`src/rtl/relu_maxpool_2x2_stream.sv`:
```
// Streaming 2x2 / stride-2 signed max-pool over a raster-ordered activation stream.
// Pairs of columns are reduced on the fly; even-row pair maxima wait in a half-width row buffer.
module relu_maxpool_2x2_stream #(
    parameter int DATA_WIDTH = 32,
    parameter int IMG_WIDTH  = 26,
    parameter int IMG_HEIGHT = 26
) (
    input  logic                  clk_i,
    input  logic                  rst_ni,
    input  logic                  clear_i,
    input  logic [DATA_WIDTH-1:0] in_data_i,
    input  logic                  in_valid_i,
    output logic                  in_ready_o,
    output logic [DATA_WIDTH-1:0] out_data_o,
    output logic                  out_valid_o,
    input  logic                  out_ready_i,
    output logic                  frame_done_o
);

    localparam int CW   = (IMG_WIDTH > 2) ? $clog2(IMG_WIDTH) : 1;
    localparam int RW   = (IMG_HEIGHT > 2) ? $clog2(IMG_HEIGHT) : 1;
    localparam int HALF = IMG_WIDTH / 2;
    localparam int BW   = (HALF > 1) ? $clog2(HALF) : 1;

    logic [CW-1:0]         col_q;
    logic [RW-1:0]         row_q;
    logic [DATA_WIDTH-1:0] pair_q;
    logic [DATA_WIDTH-1:0] row_buf [HALF];
    logic [DATA_WIDTH-1:0] out_data_q;
    logic                  out_valid_q;
    logic                  frame_done_q;

    logic                  col_last;
    logic                  row_last;
    logic                  emit_pos;
    logic                  accept;
    logic [BW-1:0]         buf_idx;
    logic [DATA_WIDTH-1:0] hmax;
    logic [DATA_WIDTH-1:0] buf_val;
    logic [DATA_WIDTH-1:0] pooled;

    assign col_last = (col_q == CW'(IMG_WIDTH - 1));
    assign row_last = (row_q == RW'(IMG_HEIGHT - 1));
    assign emit_pos = col_q[0] & row_q[0];
    assign buf_idx  = BW'(col_q >> 1);

    // Valid/ready: a beat moves when valid && ready are both high at the rising edge.
    // Only the emitting pixel can be held off, and only while the output register is
    // full and not being drained; in_ready_o never looks at in_valid_i.
    assign in_ready_o = !clear_i && !(emit_pos && out_valid_q && !out_ready_i);
    assign accept     = in_valid_i && in_ready_o;

    assign hmax    = ($signed(in_data_i) > $signed(pair_q)) ? in_data_i : pair_q;
    assign buf_val = row_buf[buf_idx];
    assign pooled  = ($signed(hmax) > $signed(buf_val)) ? hmax : buf_val;

    always_ff @(posedge clk_i or negedge rst_ni) begin
        if (!rst_ni) begin
            col_q        <= '0;
            row_q        <= '0;
            pair_q       <= '0;
            out_data_q   <= '0;
            out_valid_q  <= 1'b0;
            frame_done_q <= 1'b0;
        end else if (clear_i) begin
            col_q        <= '0;
            row_q        <= '0;
            pair_q       <= '0;
            out_valid_q  <= 1'b0;
            frame_done_q <= 1'b0;
        end else begin
            frame_done_q <= accept && col_last && row_last;
            if (accept) begin
                if (!col_q[0]) begin
                    pair_q <= in_data_i;
                end
                if (col_last) begin
                    col_q <= '0;
                    row_q <= row_last ? '0 : row_q + 1'b1;
                end else begin
                    col_q <= col_q + 1'b1;
                end
            end
            // A fresh emit overwrites the register in the same cycle the old value drains.
            if (accept && emit_pos) begin
                out_valid_q <= 1'b1;
                out_data_q  <= pooled;
            end else if (out_ready_i) begin
                out_valid_q <= 1'b0;
            end
        end
    end

    // Each entry is written on an even row before the matching odd row reads it.
    always_ff @(posedge clk_i) begin
        if (accept && col_q[0] && !row_q[0]) begin
            row_buf[buf_idx] <= hmax;
        end
    end

    assign out_data_o   = out_data_q;
    assign out_valid_o  = out_valid_q;
    assign frame_done_o = frame_done_q;

endmodule

```
`config.mk`:
```
export PLATFORM = sky130hd
export DESIGN_NAME = relu_maxpool_2x2_stream
export DESIGN_NICKNAME = d
export VERILOG_FILES = /design/src/rtl/relu_maxpool_2x2_stream.sv
export SDC_FILE = /design/constraint.sdc
export NUM_CORES = 1
export LEC_CHECK = 0
export ABC_AREA = 1
export CAP_MARGIN = 0
export CORE_ASPECT_RATIO = 1.25
export CORE_MARGIN = 1.5
export CORE_UTILIZATION = 36
export CTS_CLUSTER_SIZE = 12
export DETAILED_ROUTE_END_ITERATION = 10
export PLACE_DENSITY = 0.63
export SLEW_MARGIN = 20
export SYNTH_ARGS = -nofsm -noshare
export SYNTH_HDL_FRONTEND = slang
export SYNTH_SLANG_ARGS = --single-unit
```
`constraint.sdc`:
```
create_clock -name clk_i -period 11.24 [get_ports clk_i]
set_clock_uncertainty 0.2 [all_clocks]
set_input_delay 1.686 -clock clk_i [delete_from_list [all_inputs] [get_ports clk_i]]
set_output_delay 1.686 -clock clk_i [all_outputs]
set_load 0.01 [all_outputs]
```
==> reports/summary.txt <==
H-tree levels - 2
Arrival @ worst endpoint - 7.90 ns
cell mode on critical path - nand2_1
Setup Buffers After CTS - 0
largest cells by area after synthesis - edfxtp_1 58%, dfrtp_1 8.9%, nand2_1 6.6%
die height - 276 um
Final Hold Viols - 0
global route overflow - 0
crit-path leading delay family - simple AND/OR/NAND/NOR gates
most common flop cell mapped by yosys - edfxtp_1
Worst Path Max Fanout - 33
Yosys reg bits - 492
CP Buf/Inv Count - 3
clk_lat worst skew - 0.57 ns
initial core utilization - 36.5%
Yosys top cell area share - 58.4%
total power - 0.00433 W
crit path kind - primary input to flop
largest net degree at the start of global routing - 69
Synth Net Count - 1822
Vias/cell - 5.53
Sum Neg Setup Slack - 0 ns
GRT Total Usage - 18.9%
cts hold-fix bufs - 0
synthesized area - 21400 um2
CTS buffer count - 47
max-cap viol count - 0
first-pass GRT wire length - 87500 um
layout cell share with drive strength beyond 1 - 10.1%
cell count after synthesis - 1717
core area - 58600 um2
slowest stage delay, CP - 0.89 ns
crit start category - primary input
Root Driver - clkbuf_16
antenna violation net count after detailed routing - 0
hold crit path type - flop to flop
number of synthesized flops with an enable pin - 416
ys async rst share - 15.4%
synth warn - 0
area grow syn2layout - 13.0%
die width - 221 um
area leader, netlist - edfxtp_1
Peak VDD IR - 0.124 mV
DP Wirelength - 34800 um
WL/cell - 22.7 um
Critical Path Slowest Stage Cell - nand3_4
Via Count - 14136
first-pass iteration count of the detailed router - 5
sequential share of the synthesized area - 67.3%
syn avg cell area - 12.5 um2
IO buf count - 71
# rows - 99
Slew Limit Fails - 0
final net count - 1884
Antenna diodes - 0
Slew headroom - 28.7%
P_leak - 8.93 nW
initial antenna violation count - 0
Synth cell types - 45
final setup violation count - 0
vias in the first global route - 14062
status - completed
post-cts sizing count - 0
Die ar. - 60900 um2
WP data required - 11.49 ns
CTS tree - yes
initial DRC count - 1374
RSZ-0062 raised after global routing - no
period utilisation layout - 68.1%
GP Congestion - 0.900
I/O pin cnt - 72
CTS sink count - 492
minimum clock period - 7.65 ns
pwr/cell area - 179 nW/um2
Clock Path Buffers - 3
Total Routed Length - 58100 um
fmax - 0.131 GHz
Worst-path clk slew - 0.06 ns
CP endpoint kind - flop
Worst-Margin Slew - 1.06 ns
DR DRC count - 0
area by class of cell:
class | count | area, um2
multi-input combinational | 1066 | 6310
fill | 5402 | 34400
tap | 757 | 947
clock buffer | 66 | 1290
sequential | 492 | 14400
clock inverter | 3 | 12.5
inverter | 71 | 269
timing repair buffer | 101 | 933
flip-flops by register name, summed over array words and instances, names as in the netlist:
name / cells
col_q: 5
frame_done_o: 1
out_data_o: 32
out_valid_o: 1
pair_q: 32
row_buf: 416
row_q: 5
layout by cell type (no fill, tap or decap), types with 6 or more instances in the layout:
cell type        netlist  final
a22oi_2                9      9
dfrtp_1               76     76
nor2_1                39     34
nor2_4                 3      8
nand4_1               55     55
ha_1                  68     68
clkbuf_1              33     17
clkdlybuf4s50_1        0     70
nand3_1               75     75
clkbuf_16              0     49
or2_1                 14     14
nor2_2                11     11
edfxtp_1             416    416
a22oi_1              120    120
o21ai_1               12     12
a21oi_1              141    141
nand2_4               31     31
o21ai_0               42     42
a221oi_1              16     16
o22ai_1                6      6
buf_4                  5     31
nand2_1              377    376
inv_2                  8      9
nor3_2                13     21
inv_1                 61     60
power by group:
part           leakage, nW  internal [W]  switching [W]  total, W
registers             4.80       0.00211      0.0000625   0.00217
logic                 3.51      0.000254       0.000476  0.000731
clock network        0.631      0.000787       0.000640   0.00143
total                 8.93       0.00315        0.00118   0.00433
synth_stat cells (2+ instances only):
library cell  instances
nand2_2               3
inv_2                 8
o21ai_1              12
o21ai_0              42
a22oi_1             120
nor2_2               11
buf_2                34
buf_4                 5
a21o_1                2
or2_0                 2
or2_1                14
inv_1                61
dfrtp_1              76
nor3_2               13
o21a_1                2
nor2_1               39
a21oi_1             141
nor3_1               14
nor2_4                3
o22ai_1               6
nand2_1             377
edfxtp_1            416
nand2_4              31
a221oi_1             16
nand4_1              55
buf_1                 4
a22oi_2               9
buf_6                 9
ha_1                 68
nand3_1              75
clkbuf_1             33
buf_12                3
per-stage QoR:
step | hold slack, ns | utilization, % | area [um2] | setup WS [ns] | std cells
2_1_floorplan | 0.279 | - | 21400 | 5.78 | 1717
5_1_grt | 0.312 | 41.2 | 24200 | 3.11 | 2556
6_report | 0.284 | 41.2 | 24200 | 3.59 | 2556
3_5_place_dp | 0.265 | 39.0 | 22900 | 3.09 | 2487
3_3_place_gp | 0.268 | 39.0 | 22900 | 3.12 | 2487
4_1_cts | 0.289 | 41.2 | 24200 | 3.67 | 2556
routing by layer:
| layer | vias up | wire length, um | track usage (%) |
|---|---|---|---|
| met5 | - | 0 | 0 |
| met4 | 0 | 1760 | 6.50 |
| met3 | 105 | 3630 | 2.10 |
| met2 | 579 | 29000 | 33.7 |
| met1 | 7055 | 23800 | 24.0 |
| li1 | 6397 | - | - |
logic make-up after synthesis:
| logic type | count (synthesis) | share of synthesized area (%) |
|---|---|---|
| adders and majority gates | 68 | 3.98 |
| DFF | 492 | 67.3 |
| xor gates and xnor gates | 1 | 0.0410 |
| AOI/OAI and AO/OA | 355 | 10.5 |
| and+or+nand+nor | 642 | 14.6 |
| buffers and inverters | 159 | 3.63 |
worst reg2reg max path, stage by stage (launching register included):
cell and delay [ns]:
dfrtp_1 0.39, inv_1 0.07, ha_1 0.38, nand2_1 0.12
nor2_2 0.16, nand2_2 0.10, nor4_4 0.20, nand2_1 0.13
nand3_2 0.54, nand3_4 0.90, nand2_4 0.31, nand2_1 0.37
ha_1 0.46, nand2_1 0.07, nor2_1 0.23, nand2_1 0.11
inv_1 0.07, nand2_1 0.05, nand2_1 0.10, nand2_1 0.08
nand2_1 0.06, nand2_1 0.07, a21boi_2 0.53, buf_4 0.41
nand3_1 0.15, nand2_1 0.07, nand2_1 0.05
worst paths after layout:
check	from	endpoint	slack, ns	cells past startpoint
max in group asynchronous	rst_ni	col_q[1]	8.93	2
min	out_data_o[22]	out_data_o[22]	0.28	2
max	in_data_i[31]	out_data_o[10]	3.59	26
min reg2reg	out_data_o[22]	out_data_o[22]	0.28	2
min in group asynchronous	rst_ni	out_data_o[3]	0.74	1
max reg2reg	pair_q[31]	out_data_o[10]	4.74	26
Note: power is estimated with default switching activity, not from simulation.
